<file path="config.mk">
export PLATFORM = sky130hd
export DESIGN_NAME = pulse_input_conditioner_flat
export DESIGN_NICKNAME = d
export VERILOG_FILES = /design/src/rtl/pulse_input_conditioner_if.sv /design/src/rtl/pulse_input_conditioner.sv /design/src/flat_wrapper.sv
export SDC_FILE = /design/constraint.sdc
export NUM_CORES = 1
export LEC_CHECK = 0
export CAP_MARGIN = 15
export CORE_ASPECT_RATIO = 1.5
export CORE_MARGIN = 4
export CORE_UTILIZATION = 65
export CTS_CLUSTER_DIAMETER = 80
export DETAILED_ROUTE_END_ITERATION = 10
export DONT_BUFFER_PORTS = 1
export PLACE_DENSITY = 0.91
export SYNTH_ARGS = -nofsm -noshare
export SYNTH_HDL_FRONTEND = slang
export SYNTH_SLANG_ARGS = --single-unit
</file>
<file path="constraint.sdc">
create_clock -name cp -period 3.1 [get_ports cp]
set_input_delay 0.62 -clock cp [delete_from_list [all_inputs] [get_ports cp]]
set_output_delay 0.62 -clock cp [all_outputs]
set_load 0.01 [all_outputs]
</file>
<file path="src/rtl/pulse_input_conditioner_if.sv">
// ---------------------------------------------------------------------------
// pulse_input_conditioner_if
// Groups the two raw switch inputs and the conditioned outputs of
// pulse_input_conditioner into one bundle.
//   sw1, sw2   : raw, bouncy switch levels (driven by the switch side)
//   x1, x2     : clean single pulses toward the downstream sequence detector
//   lvl1, lvl2 : debounced switch levels
//   ovf        : sticky "a press was merged/lost" flag
// Modports:
//   master : the side that owns the switches and observes the results
//   slave  : the conditioner itself
// ---------------------------------------------------------------------------
interface pulse_input_conditioner_if;
    logic sw1;
    logic sw2;
    logic x1;
    logic x2;
    logic lvl1;
    logic lvl2;
    logic ovf;

    modport master (
        output sw1, sw2,
        input  x1, x2, lvl1, lvl2, ovf
    );

    modport slave (
        input  sw1, sw2,
        output x1, x2, lvl1, lvl2, ovf
    );
endinterface

</file>
<file path="src/rtl/pulse_input_conditioner.sv">
// ---------------------------------------------------------------------------
// pulse_input_conditioner
// Debounces two raw switches, turns each accepted press (rising debounced
// level) into one clean pulse of PULSE_CYCLES cycles followed by an equally
// long guard gap, and serialises the two channels (channel 1 wins ties).
// Ports:
//   cp  : clock, all state changes on the rising edge
//   rd  : synchronous active-high reset
//   bus : pulse_input_conditioner_if.slave (sw1/sw2 in; x1/x2, lvl1/lvl2,
//         ovf out; all outputs come straight from flops)
// Parameters:
//   DEBOUNCE_CYCLES : consecutive differing samples needed to flip a level
//   PULSE_CYCLES    : pulse width and guard-gap width in cycles
// Build option:
//   INPUT_SYNC_EN   : when defined, sw1/sw2 go through a 2-flop synchronizer
//                     (2 extra cycles of latency) before the debouncers.
// ---------------------------------------------------------------------------
module pulse_input_conditioner #(
    parameter int DEBOUNCE_CYCLES = 1000000,
    parameter int PULSE_CYCLES    = 4
) (
    input  logic                            cp,
    input  logic                            rd,
    pulse_input_conditioner_if.slave        bus
);
    localparam int             CW       = $clog2(DEBOUNCE_CYCLES);
    localparam logic [CW-1:0]  CNT_LAST = CW'(DEBOUNCE_CYCLES - 1);
    localparam logic [CW-1:0]  CNT_ONE  = CW'(1);
    localparam logic [CW-1:0]  CNT_ZERO = CW'(0);
    localparam logic [7:0]     PLS_LAST = 8'(PULSE_CYCLES - 1);

    typedef enum logic [1:0] {
        ST_IDLE = 2'd0,
        ST_P1   = 2'd1,
        ST_P2   = 2'd2,
        ST_GAP  = 2'd3
    } state_t;

    logic [1:0]          samp_s;
    logic [1:0]          lvl_q;
    logic [1:0]          lvl_d;
    logic [1:0][CW-1:0]  cnt_q;
    logic [1:0][CW-1:0]  cnt_d;
    logic [1:0]          rise_s;
    logic [1:0]          pend_q;
    logic                ovf_q;
    state_t              state_q;
    logic [7:0]          pcnt_q;
    logic                x1_q;
    logic                x2_q;
    logic                dispatch_s;
    logic [1:0]          take_s;

`ifdef INPUT_SYNC_EN
    logic [1:0] sync1_q;
    logic [1:0] sync2_q;

    // Two-flop synchronizer for the asynchronous switch inputs.
    always_ff @(posedge cp) begin
        if (rd) begin
            sync1_q <= 2'b00;
            sync2_q <= 2'b00;
        end else begin
            sync1_q <= {bus.sw2, bus.sw1};
            sync2_q <= sync1_q;
        end
    end

    assign samp_s = sync2_q;
`else
    assign samp_s = {bus.sw2, bus.sw1};
`endif

    // Debounce next-state: count differing samples, flip the level on the
    // DEBOUNCE_CYCLES-th one; any agreeing sample (a bounce) restarts the count.
    always_comb begin
        lvl_d  = lvl_q;
        cnt_d  = cnt_q;
        rise_s = 2'b00;
        for (int ch = 0; ch < 2; ch++) begin
            if (samp_s[ch] == lvl_q[ch]) begin
                cnt_d[ch] = CNT_ZERO;
            end else if (cnt_q[ch] == CNT_LAST) begin
                lvl_d[ch]  = ~lvl_q[ch];
                cnt_d[ch]  = CNT_ZERO;
                rise_s[ch] = ~lvl_q[ch];
            end else begin
                cnt_d[ch] = cnt_q[ch] + CNT_ONE;
            end
        end
    end

    // Debounce state registers.
    always_ff @(posedge cp) begin
        if (rd) begin
            lvl_q <= 2'b00;
            cnt_q <= {(2*CW){1'b0}};
        end else begin
            lvl_q <= lvl_d;
            cnt_q <= cnt_d;
        end
    end

    // The FSM can launch a pulse while idle, and also on the last GAP cycle so
    // that back-to-back pulses are separated by exactly PULSE_CYCLES low cycles.
    always_comb begin
        if (state_q == ST_IDLE) begin
            dispatch_s = 1'b1;
        end else if ((state_q == ST_GAP) && (pcnt_q == PLS_LAST)) begin
            dispatch_s = 1'b1;
        end else begin
            dispatch_s = 1'b0;
        end
        if (dispatch_s && pend_q[0]) begin
            take_s = 2'b01;
        end else if (dispatch_s && pend_q[1]) begin
            take_s = 2'b10;
        end else begin
            take_s = 2'b00;
        end
    end

    // Pending press flags and sticky overflow; a new press wins over the
    // same-edge consumption of the previous one, which is then not a loss.
    always_ff @(posedge cp) begin
        if (rd) begin
            pend_q <= 2'b00;
            ovf_q  <= 1'b0;
        end else begin
            for (int ch = 0; ch < 2; ch++) begin
                if (rise_s[ch]) begin
                    pend_q[ch] <= 1'b1;
                end else if (take_s[ch]) begin
                    pend_q[ch] <= 1'b0;
                end else begin
                    pend_q[ch] <= pend_q[ch];
                end
            end
            if ((rise_s & pend_q & ~take_s) != 2'b00) begin
                ovf_q <= 1'b1;
            end else begin
                ovf_q <= ovf_q;
            end
        end
    end

    // Output FSM with registered pulse outputs.
    always_ff @(posedge cp) begin
        if (rd) begin
            state_q <= ST_IDLE;
            pcnt_q  <= 8'd0;
            x1_q    <= 1'b0;
            x2_q    <= 1'b0;
        end else begin
            case (state_q)
                ST_IDLE: begin
                    pcnt_q <= 8'd0;
                    if (take_s[0]) begin
                        state_q <= ST_P1;
                        x1_q    <= 1'b1;
                    end else if (take_s[1]) begin
                        state_q <= ST_P2;
                        x2_q    <= 1'b1;
                    end else begin
                        state_q <= ST_IDLE;
                    end
                end
                ST_P1, ST_P2: begin
                    if (pcnt_q == PLS_LAST) begin
                        state_q <= ST_GAP;
                        pcnt_q  <= 8'd0;
                        x1_q    <= 1'b0;
                        x2_q    <= 1'b0;
                    end else begin
                        pcnt_q  <= pcnt_q + 8'd1;
                    end
                end
                ST_GAP: begin
                    if (pcnt_q == PLS_LAST) begin
                        pcnt_q <= 8'd0;
                        if (take_s[0]) begin
                            state_q <= ST_P1;
                            x1_q    <= 1'b1;
                        end else if (take_s[1]) begin
                            state_q <= ST_P2;
                            x2_q    <= 1'b1;
                        end else begin
                            state_q <= ST_IDLE;
                        end
                    end else begin
                        pcnt_q <= pcnt_q + 8'd1;
                    end
                end
                default: begin
                    state_q <= ST_IDLE;
                    pcnt_q  <= 8'd0;
                    x1_q    <= 1'b0;
                    x2_q    <= 1'b0;
                end
            endcase
        end
    end

    assign bus.x1   = x1_q;
    assign bus.x2   = x2_q;
    assign bus.lvl1 = lvl_q[0];
    assign bus.lvl2 = lvl_q[1];
    assign bus.ovf  = ovf_q;

endmodule

</file>
<file path="src/flat_wrapper.sv">
// flat-port wrapper written by rule: the top's interface ports become plain ports
module pulse_input_conditioner_flat 
#(
    parameter int DEBOUNCE_CYCLES = 1000000,
    parameter int PULSE_CYCLES    = 4
)
  (cp, rd, bus_sw1, bus_sw2, bus_x1, bus_x2, bus_lvl1, bus_lvl2, bus_ovf);
  pulse_input_conditioner_if bus_i ();
  input  logic cp;
  input  logic rd;
  input wire logic [$bits(bus_i.sw1)-1:0] bus_sw1;
  input wire logic [$bits(bus_i.sw2)-1:0] bus_sw2;
  output wire logic [$bits(bus_i.x1)-1:0] bus_x1;
  output wire logic [$bits(bus_i.x2)-1:0] bus_x2;
  output wire logic [$bits(bus_i.lvl1)-1:0] bus_lvl1;
  output wire logic [$bits(bus_i.lvl2)-1:0] bus_lvl2;
  output wire logic [$bits(bus_i.ovf)-1:0] bus_ovf;
  assign bus_i.sw1 = bus_sw1;
  assign bus_i.sw2 = bus_sw2;
  assign bus_x1 = bus_i.x1;
  assign bus_x2 = bus_i.x2;
  assign bus_lvl1 = bus_i.lvl1;
  assign bus_lvl2 = bus_i.lvl2;
  assign bus_ovf = bus_i.ovf;
  pulse_input_conditioner #(.DEBOUNCE_CYCLES(DEBOUNCE_CYCLES), .PULSE_CYCLES(PULSE_CYCLES)) u_core (.cp(cp), .rd(rd), .bus(bus_i));
endmodule
</file>
==> impl_metrics.env, run 1 <==
export IMPL_crit_chain="ha_1 > nand4_1 > or4_1 > o21ai_2 > nor2_1"
export IMPL_avgSynthCellArea_sq_um=8.738
export IMPL_max_freq_mhz=444.1
export IMPL_drive_gt1_share_pct=7.692
export IMPL_ys_seq_area_share_pct=42.68
export IMPL_cp_num_buf_inv=0
export IMPL_finClkSkew_ns=0.01152
export IMPL_syn_to_final_growth_pct=8.002
export IMPL_p_seq_share_pct=47.4
export IMPL_period_minus_slack_ns=2.252
export IMPL_critPathKind="register to register"
export IMPL_diodes=0
export IMPL_hp_class="input port to register"
export IMPL_synth_cells=306
export IMPL_path_clk_slew_ns=0.07
export IMPL_drc_errors=0
export IMPL_max_stage_delay_ns=0.66
export IMPL_combinationalPowerShare_pct=7.8
export IMPL_clk_insertion_delay_late_ns=0.34
export IMPL_cts_tree="done"
export IMPL_synth_seq_cells=57
export IMPL_gp_congestion=0.9320
export IMPL_drt_iter0_markers=110
export IMPL_synth_main_ff_cell="dfxtp_1"
export IMPL_endpoint_kind="register"
export IMPL_cp_top_family="simple AND/OR/NAND/NOR gates"
export IMPL_synth_top_cell_by_area="dfxtp_1"
export IMPL_fin_nets=316
export IMPL_clock_sinks=57
export IMPL_final_setup_viol_count=0
export IMPL_drv_cap=0
export IMPL_placed_cell_area_sq_um=2680
export IMPL_yosys_cell_count_top_type="dfxtp_1"
export IMPL_cp_arrival_ns=2.43
export IMPL_synth_edf_count=0
export IMPL_tns_ns=0
export IMPL_coreArea_sq_um=3959
export IMPL_worstSetupStartpointType="register"
export IMPL_grt_pass1_wl_mm=9.618
export IMPL_root_buffer="clkbuf_8"
export IMPL_synthTopCellsByArea="dfxtp_1 43%, nor2_1 6.5%, xnor2_1 5.6%, xor2_1 5.2%, a21oi_1 3.4%"
export IMPL_grt_setup_unrepaired="no"
export IMPL_cts_hold_buf=0
export IMPL_die_area_sq_um=5225
export IMPL_crit_path_max_fanout=20
export IMPL_dp_hpwl_mm=3.841
export IMPL_power_switching_w=0.0003796
export IMPL_p_int_w=0.001232
export IMPL_powerDensity_nw_per_um2=558.2
export IMPL_ant_nets=0
export IMPL_antenna_found_initial=0
export IMPL_drt_total_wl_mm=5.622
export IMPL_grtUsageTotal_pct=24.72
export IMPL_grt_overflow=0
export IMPL_slowest_stage="o21ai_2"
export IMPL_synth_nets=315
export IMPL_ys_types=46
export IMPL_synthArstFlopShare_pct=0
export IMPL_yosys_warnings=0
export IMPL_numCtsBuffers=9
export IMPL_pwr_share_clk_pct=44.8
export IMPL_maxSlewViolCount=0
export IMPL_cellLeakagePower_nw=0.9279
export IMPL_stdcell_area_sq_um=2888
export IMPL_timing_final_crit_share_pct=72.64
export IMPL_dr_pass1_iters=4
export IMPL_grt_max_degree=21
export IMPL_grt_pass1_vias=2252
export IMPL_die_width_microns=60.37
export IMPL_swShare_pct=23.55
export IMPL_wl_per_cell_microns=15.75
export IMPL_crit_required_ns=3.28
export IMPL_ios=9
export IMPL_cts_setup_buffers=0
export IMPL_io_buffer_count=0
export IMPL_die_height_microns=86.55
export IMPL_htree_num_levels=3
export IMPL_initial_core_util_pct=67.54
export IMPL_vias=2260
export IMPL_clockBufferDepth=2
export IMPL_cts_resized=0
export IMPL_netlist_area_sq_um=2674
export IMPL_slew_headroom_pct=45.92
export IMPL_status="finished, final reports clean"
export IMPL_tightest_slew_ns=0.8110
export IMPL_synth_common_cells="57 x dfxtp_1, 46 x nor2_1, 18 x a21oi_1, 17 x nand3_1, 17 x xnor2_1"
export IMPL_synth_top_area_share_pct=42.68
export IMPL_vias_per_cell=6.331
export IMPL_ir_worst_vdd_mv=0.5940
export IMPL_hold_viol=0
export IMPL_row_count=28
==> worst reg2reg max path: stages (launching register included) <==
cell	delay, ns
dfxtp_1	0.37
ha_1	0.25
nand4_1	0.20
or4_1	0.48
o21ai_2	0.66
nor2_1	0.14
==> per-stage QoR <==
| stage | util (%) | worst slack, ns | power [W] | hold slack, ns | instances |
|---|---|---|---|---|---|
| floorplan | - | 1.348 | 0.0008842 | 0.4259 | 306 |
| global placement | 67.70 | 0.9856 | 0.0008991 | 0.4378 | 341 |
| detailed placement | 67.70 | 0.9242 | 0.0009050 | 0.4599 | 341 |
| CTS | 72.95 | 0.8399 | 0.001624 | 0.3232 | 357 |
| global route | 72.95 | 0.6258 | 0.001679 | 0.3282 | 357 |
| finish | 72.95 | 0.8481 | 0.001612 | 0.3399 | 357 |
==> final cells by class <==
type | count | area, sq um
multi-input cells | 230 | 1445
fillers | 262 | 1071
repair buffers | 1 | 7.507
well taps | 45 | 56.30
clock inverters | 2 | 35.03
flip-flops and latches | 57 | 1141
inverters | 8 | 30.03
clock buffers | 14 | 172.7
==> worst paths after layout <==
kind / depth (start not counted) / slack [ns] / startpoint / to
min reg2reg: 1 / 0.48 / u_core.cnt_q[20] / u_core.cnt_q[20]
min: 1 / 0.34 / rd / u_core.pend_q[0]
max: 5 / 0.85 / u_core.cnt_q[20] / u_core.cnt_q[25]
max reg2reg: 5 / 0.85 / u_core.cnt_q[20] / u_core.cnt_q[25]
==> metal layers <==
layer	global-route usage, %	wire length, microns
met5	0	0
met4	17.54	265
met3	7.303	242
met2	41.54	2955
met1	25.12	2158
==> logic make-up (layout without fill, tap and decap cells) <==
group | after synthesis | count (layout) | share of synthesized area (%)
and+or+nand+nor | 148 | 148 | 30.93
DFF | 57 | 57 | 42.68
AOI/OAI and AO/OA | 44 | 44 | 9.968
xor gates and xnor gates | 33 | 33 | 10.81
buffers and inverters | 19 | 25 | 3.275
adders and majority gates | 5 | 5 | 2.340
==> power groups by stage <==
stage | clock (W) | combinational [W] | sequential (W)
after global placement | 0 | 0.000121 | 0.000778
final | 0.000722 | 0.000125 | 0.000765
after CTS | 0.000735 | 0.000125 | 0.000764
after global routing | 0.000770 | 0.000142 | 0.000767
after floorplan | 0 | 0.000107 | 0.000777
after detailed placement | 0 | 0.000124 | 0.000781
==> flip-flops by register name (all words and copies together) (netlist names) <==
signal,flops
u_core.pcnt_q,8
u_core.lvl_q,2
u_core.bus.x1,1
u_core.bus.ovf,1
u_core.bus.x2,1
u_core.cnt_q,40
u_core.state_q,2
u_core.pend_q,2
==> cell usage in the layout (no fill, tap or decap), types with 2 or more instances in the layout <==
cell type  count
and4_1         6
or3_1          8
dfxtp_1       57
o21ai_0       10
and2_1         2
nor3b_1        2
a21oi_1       18
clkbuf_1       2
o21a_1         2
and4b_1        2
o31ai_1        5
xnor2_1       17
nor2_1        46
nand2_1       13
xor2_1        16
nand3_1       17
and3_1         5
nor4_1         6
ha_1           5
nor4b_1        3
inv_1          8
nand4_1       13
clkbuf_8      12
nor2b_1        3
nor3_1         6
or4_1          4
nand4b_1       3
No activity file was read; power rests on OpenSTA's default activity.
==> run 2, diff against run 1 <==
--- a/config.mk
+++ b/config.mk
@@ -8,11 +8,11 @@
 export CAP_MARGIN = 15
 export CORE_ASPECT_RATIO = 1.5
 export CORE_MARGIN = 4
-export CORE_UTILIZATION = 65
+export CORE_UTILIZATION = 62
 export CTS_CLUSTER_DIAMETER = 80
 export DETAILED_ROUTE_END_ITERATION = 10
 export DONT_BUFFER_PORTS = 1
-export PLACE_DENSITY = 0.91
+export PLACE_DENSITY = 0.88
 export SYNTH_ARGS = -nofsm -noshare
 export SYNTH_HDL_FRONTEND = slang
 export SYNTH_SLANG_ARGS = --single-unit
==> constraint.sdc (replaced) <==
create_clock -name cp -period 2.1 [get_ports cp]
set_input_delay 0.42 -clock cp [delete_from_list [all_inputs] [get_ports cp]]
set_output_delay 0.42 -clock cp [all_outputs]
set_load 0.01 [all_outputs]
==> run 2 against run 1 <==
Net effect: utilization is 3.9 points lower; clock skew fell by 0.0024 ns; die area grew 4.3%; total power is 36% higher; cell area rose by 0.69%; worst hold slack worse by 0.19 ns; flip-flop and latch count unchanged; global-route usage is 1.9 points lower; setup slack lost 0.63 ns; clock-buffer cell count decreased by 1; first-iteration DRC count down 45%; clock power rose by 22%; largest cell class unchanged; highest routed layer unchanged.
==> impl_metrics.env, run 2 (synthesized netlist as in run 1, its figures left out) <==
export IMPL_status="finished, final reports clean"
export IMPL_stdcell_area_sq_um=2908
export IMPL_tightest_slew_ns=0.4753
export IMPL_drt_total_wl_mm=5.693
export IMPL_clockBufferDepth=2
export IMPL_slew_headroom_pct=67.87
export IMPL_placed_cell_area_sq_um=2734
export IMPL_ios=9
export IMPL_timing_final_crit_share_pct=89.46
export IMPL_finClkSkew_ns=0.009132
export IMPL_drc_errors=0
export IMPL_fin_total_pwr_w=0.002200
export IMPL_hp_class="input port to register"
export IMPL_critPathKind="register to register"
export IMPL_grt_overflow=0
export IMPL_grt_pass1_vias=2201
export IMPL_grt_setup_unrepaired="no"
export IMPL_fin_nets=323
export IMPL_r2r_start="u_core.cnt_q[20]"
export IMPL_drv_cap=0
export IMPL_crit_chain="ha_1 > nand4_1 > or4_1 > o21ai_2 > buf_4 > nor2_1"
export IMPL_place_ws_ns=0.2357
export IMPL_row_count=29
export IMPL_clk_insertion_delay_late_ns=0.33
export IMPL_numCtsBuffers=9
export IMPL_final_cell_mix="57 x dfxtp_1, 46 x nor2_1, 18 x a21oi_1"
export IMPL_syn_to_final_growth_pct=8.751
export IMPL_cts_tree="done"
export IMPL_crit_path_max_fanout=14
export IMPL_initial_core_util_pct=63.53
export IMPL_max_freq_mhz=532.3
export IMPL_worst_hold_startpoint="rd"
export IMPL_powerDensity_nw_per_um2=756.6
export IMPL_grt_max_degree=21
export IMPL_die_height_microns=88.43
export IMPL_io_buffer_count=0
export IMPL_grt_pass1_wl_mm=9.135
export IMPL_endpoint_kind="register"
export IMPL_vias=2261
export IMPL_wl_per_cell_microns=15.60
export IMPL_hold_viol=0
export IMPL_dr_pass1_iters=4
export IMPL_htree_num_levels=3
export IMPL_ir_worst_vdd_mv=0.8814
export IMPL_clock_sinks=57
export IMPL_grtUsageTotal_pct=22.83
export IMPL_coreArea_sq_um=4209
export IMPL_cp_num_buf_inv=1
export IMPL_maxSlewViolCount=0
export IMPL_final_setup_viol_count=0
export IMPL_fin_ws_ns=0.2214
export IMPL_cellLeakagePower_nw=0.9507
export IMPL_path_clk_slew_ns=0.06
export IMPL_top_register="u_core.cnt_q"
export IMPL_cts_resized=0
export IMPL_tns_ns=0
export IMPL_period_minus_slack_ns=1.879
export IMPL_cp_arrival_ns=2.10
export IMPL_cp_startpoint="u_core.cnt_q[20]"
export IMPL_largestRegisters="u_core.cnt_q x40, u_core.pcnt_q x8"
export IMPL_ant_nets=0
export IMPL_vias_per_cell=6.195
export IMPL_drive_gt1_share_pct=9.718
export IMPL_root_buffer="clkbuf_8"
export IMPL_die_area_sq_um=5449
export IMPL_cp_top_family="simple AND/OR/NAND/NOR gates"
export IMPL_cts_hold_buf=0
export IMPL_die_width_microns=61.62
export IMPL_worstSetupStartpointType="register"
export IMPL_crit_required_ns=2.32
export IMPL_max_stage_delay_ns=0.50
export IMPL_final_common_cell="dfxtp_1"
export IMPL_antenna_found_initial=0
export IMPL_diodes=0
export IMPL_dp_hpwl_mm=4.065
export IMPL_drt_iter0_markers=60
export IMPL_largest_register_ff_count=40
export IMPL_gp_congestion=0.8591
export IMPL_slowest_stage="or4_1"
export IMPL_cts_setup_buffers=0
run 2: cell types whose count changed in the layout (fill, tap and decap cells not counted):
| cell | previous run | this run |
|---|---|---|
| buf_4 | 1 | 8 |
| clkbuf_8 | 12 | 11 |
| clkinv_2 | 1 | 3 |
| bufinv_16 | 1 | 0 |
run 2: cell type report:
type                    instances  area, sq um
clock buffers                  13        158.9
clock inverters                 3        15.01
fillers                       334         1301
inverters                       8        30.03
multi-input cells             230         1445
flip-flops and latches         57         1141
well taps                      46        57.56
repair buffers                  8        60.06
run 2: stage by stage:
step / hold WS [ns] / utilization [%] / cells
2_1_floorplan: 0.4259 / - / 306
3_3_place_gp: 0.4440 / 64.95 / 349
3_5_place_dp: 0.4489 / 64.95 / 349
4_1_cts: 0.1347 / 69.08 / 365
5_1_grt: 0.1238 / 69.08 / 365
6_report: 0.1536 / 69.08 / 365
run 2: worst paths after layout:
kind	endpoint	slack [ns]	cells after the start
setup / recovery	u_core.cnt_q[26]	0.22	6
setup reg to reg	u_core.cnt_q[26]	0.22	6
hold / removal	u_core.pend_q[1]	0.15	1
hold reg to reg	u_core.cnt_q[0]	0.46	1
run 2: per-layer routing:
layer / up-vias / wire length (microns) / track usage (%) / share of wire [%]
met4: 0 / 175 / 13.51 / 3.1
met2: 50 / 3202 / 40.99 / 56
met3: 17 / 234 / 8.759 / 4.1
li1: 1128 / - / - / -
met1: 1066 / 2080 / 20.69 / 37
met5: - / 0 / 0 / 0
run 2: power by group:
part | internal [W] | total, W | switching, W
Sequential | 0.00111 | 0.00113 | 0.0000205
Combinational | 0.0000705 | 0.000190 | 0.000119
Clock | 0.000486 | 0.000881 | 0.000395
==> run 3, diff against run 2 <==
--- a/config.mk
+++ b/config.mk
@@ -13,6 +13,7 @@
 export DETAILED_ROUTE_END_ITERATION = 10
 export DONT_BUFFER_PORTS = 1
 export PLACE_DENSITY = 0.88
+export SLEW_MARGIN = 0
 export SYNTH_ARGS = -nofsm -noshare
 export SYNTH_HDL_FRONTEND = slang
 export SYNTH_SLANG_ARGS = --single-unit
==> results of run 3 <==
The final DEF is identical to that of run 2; final timing and power are the same.
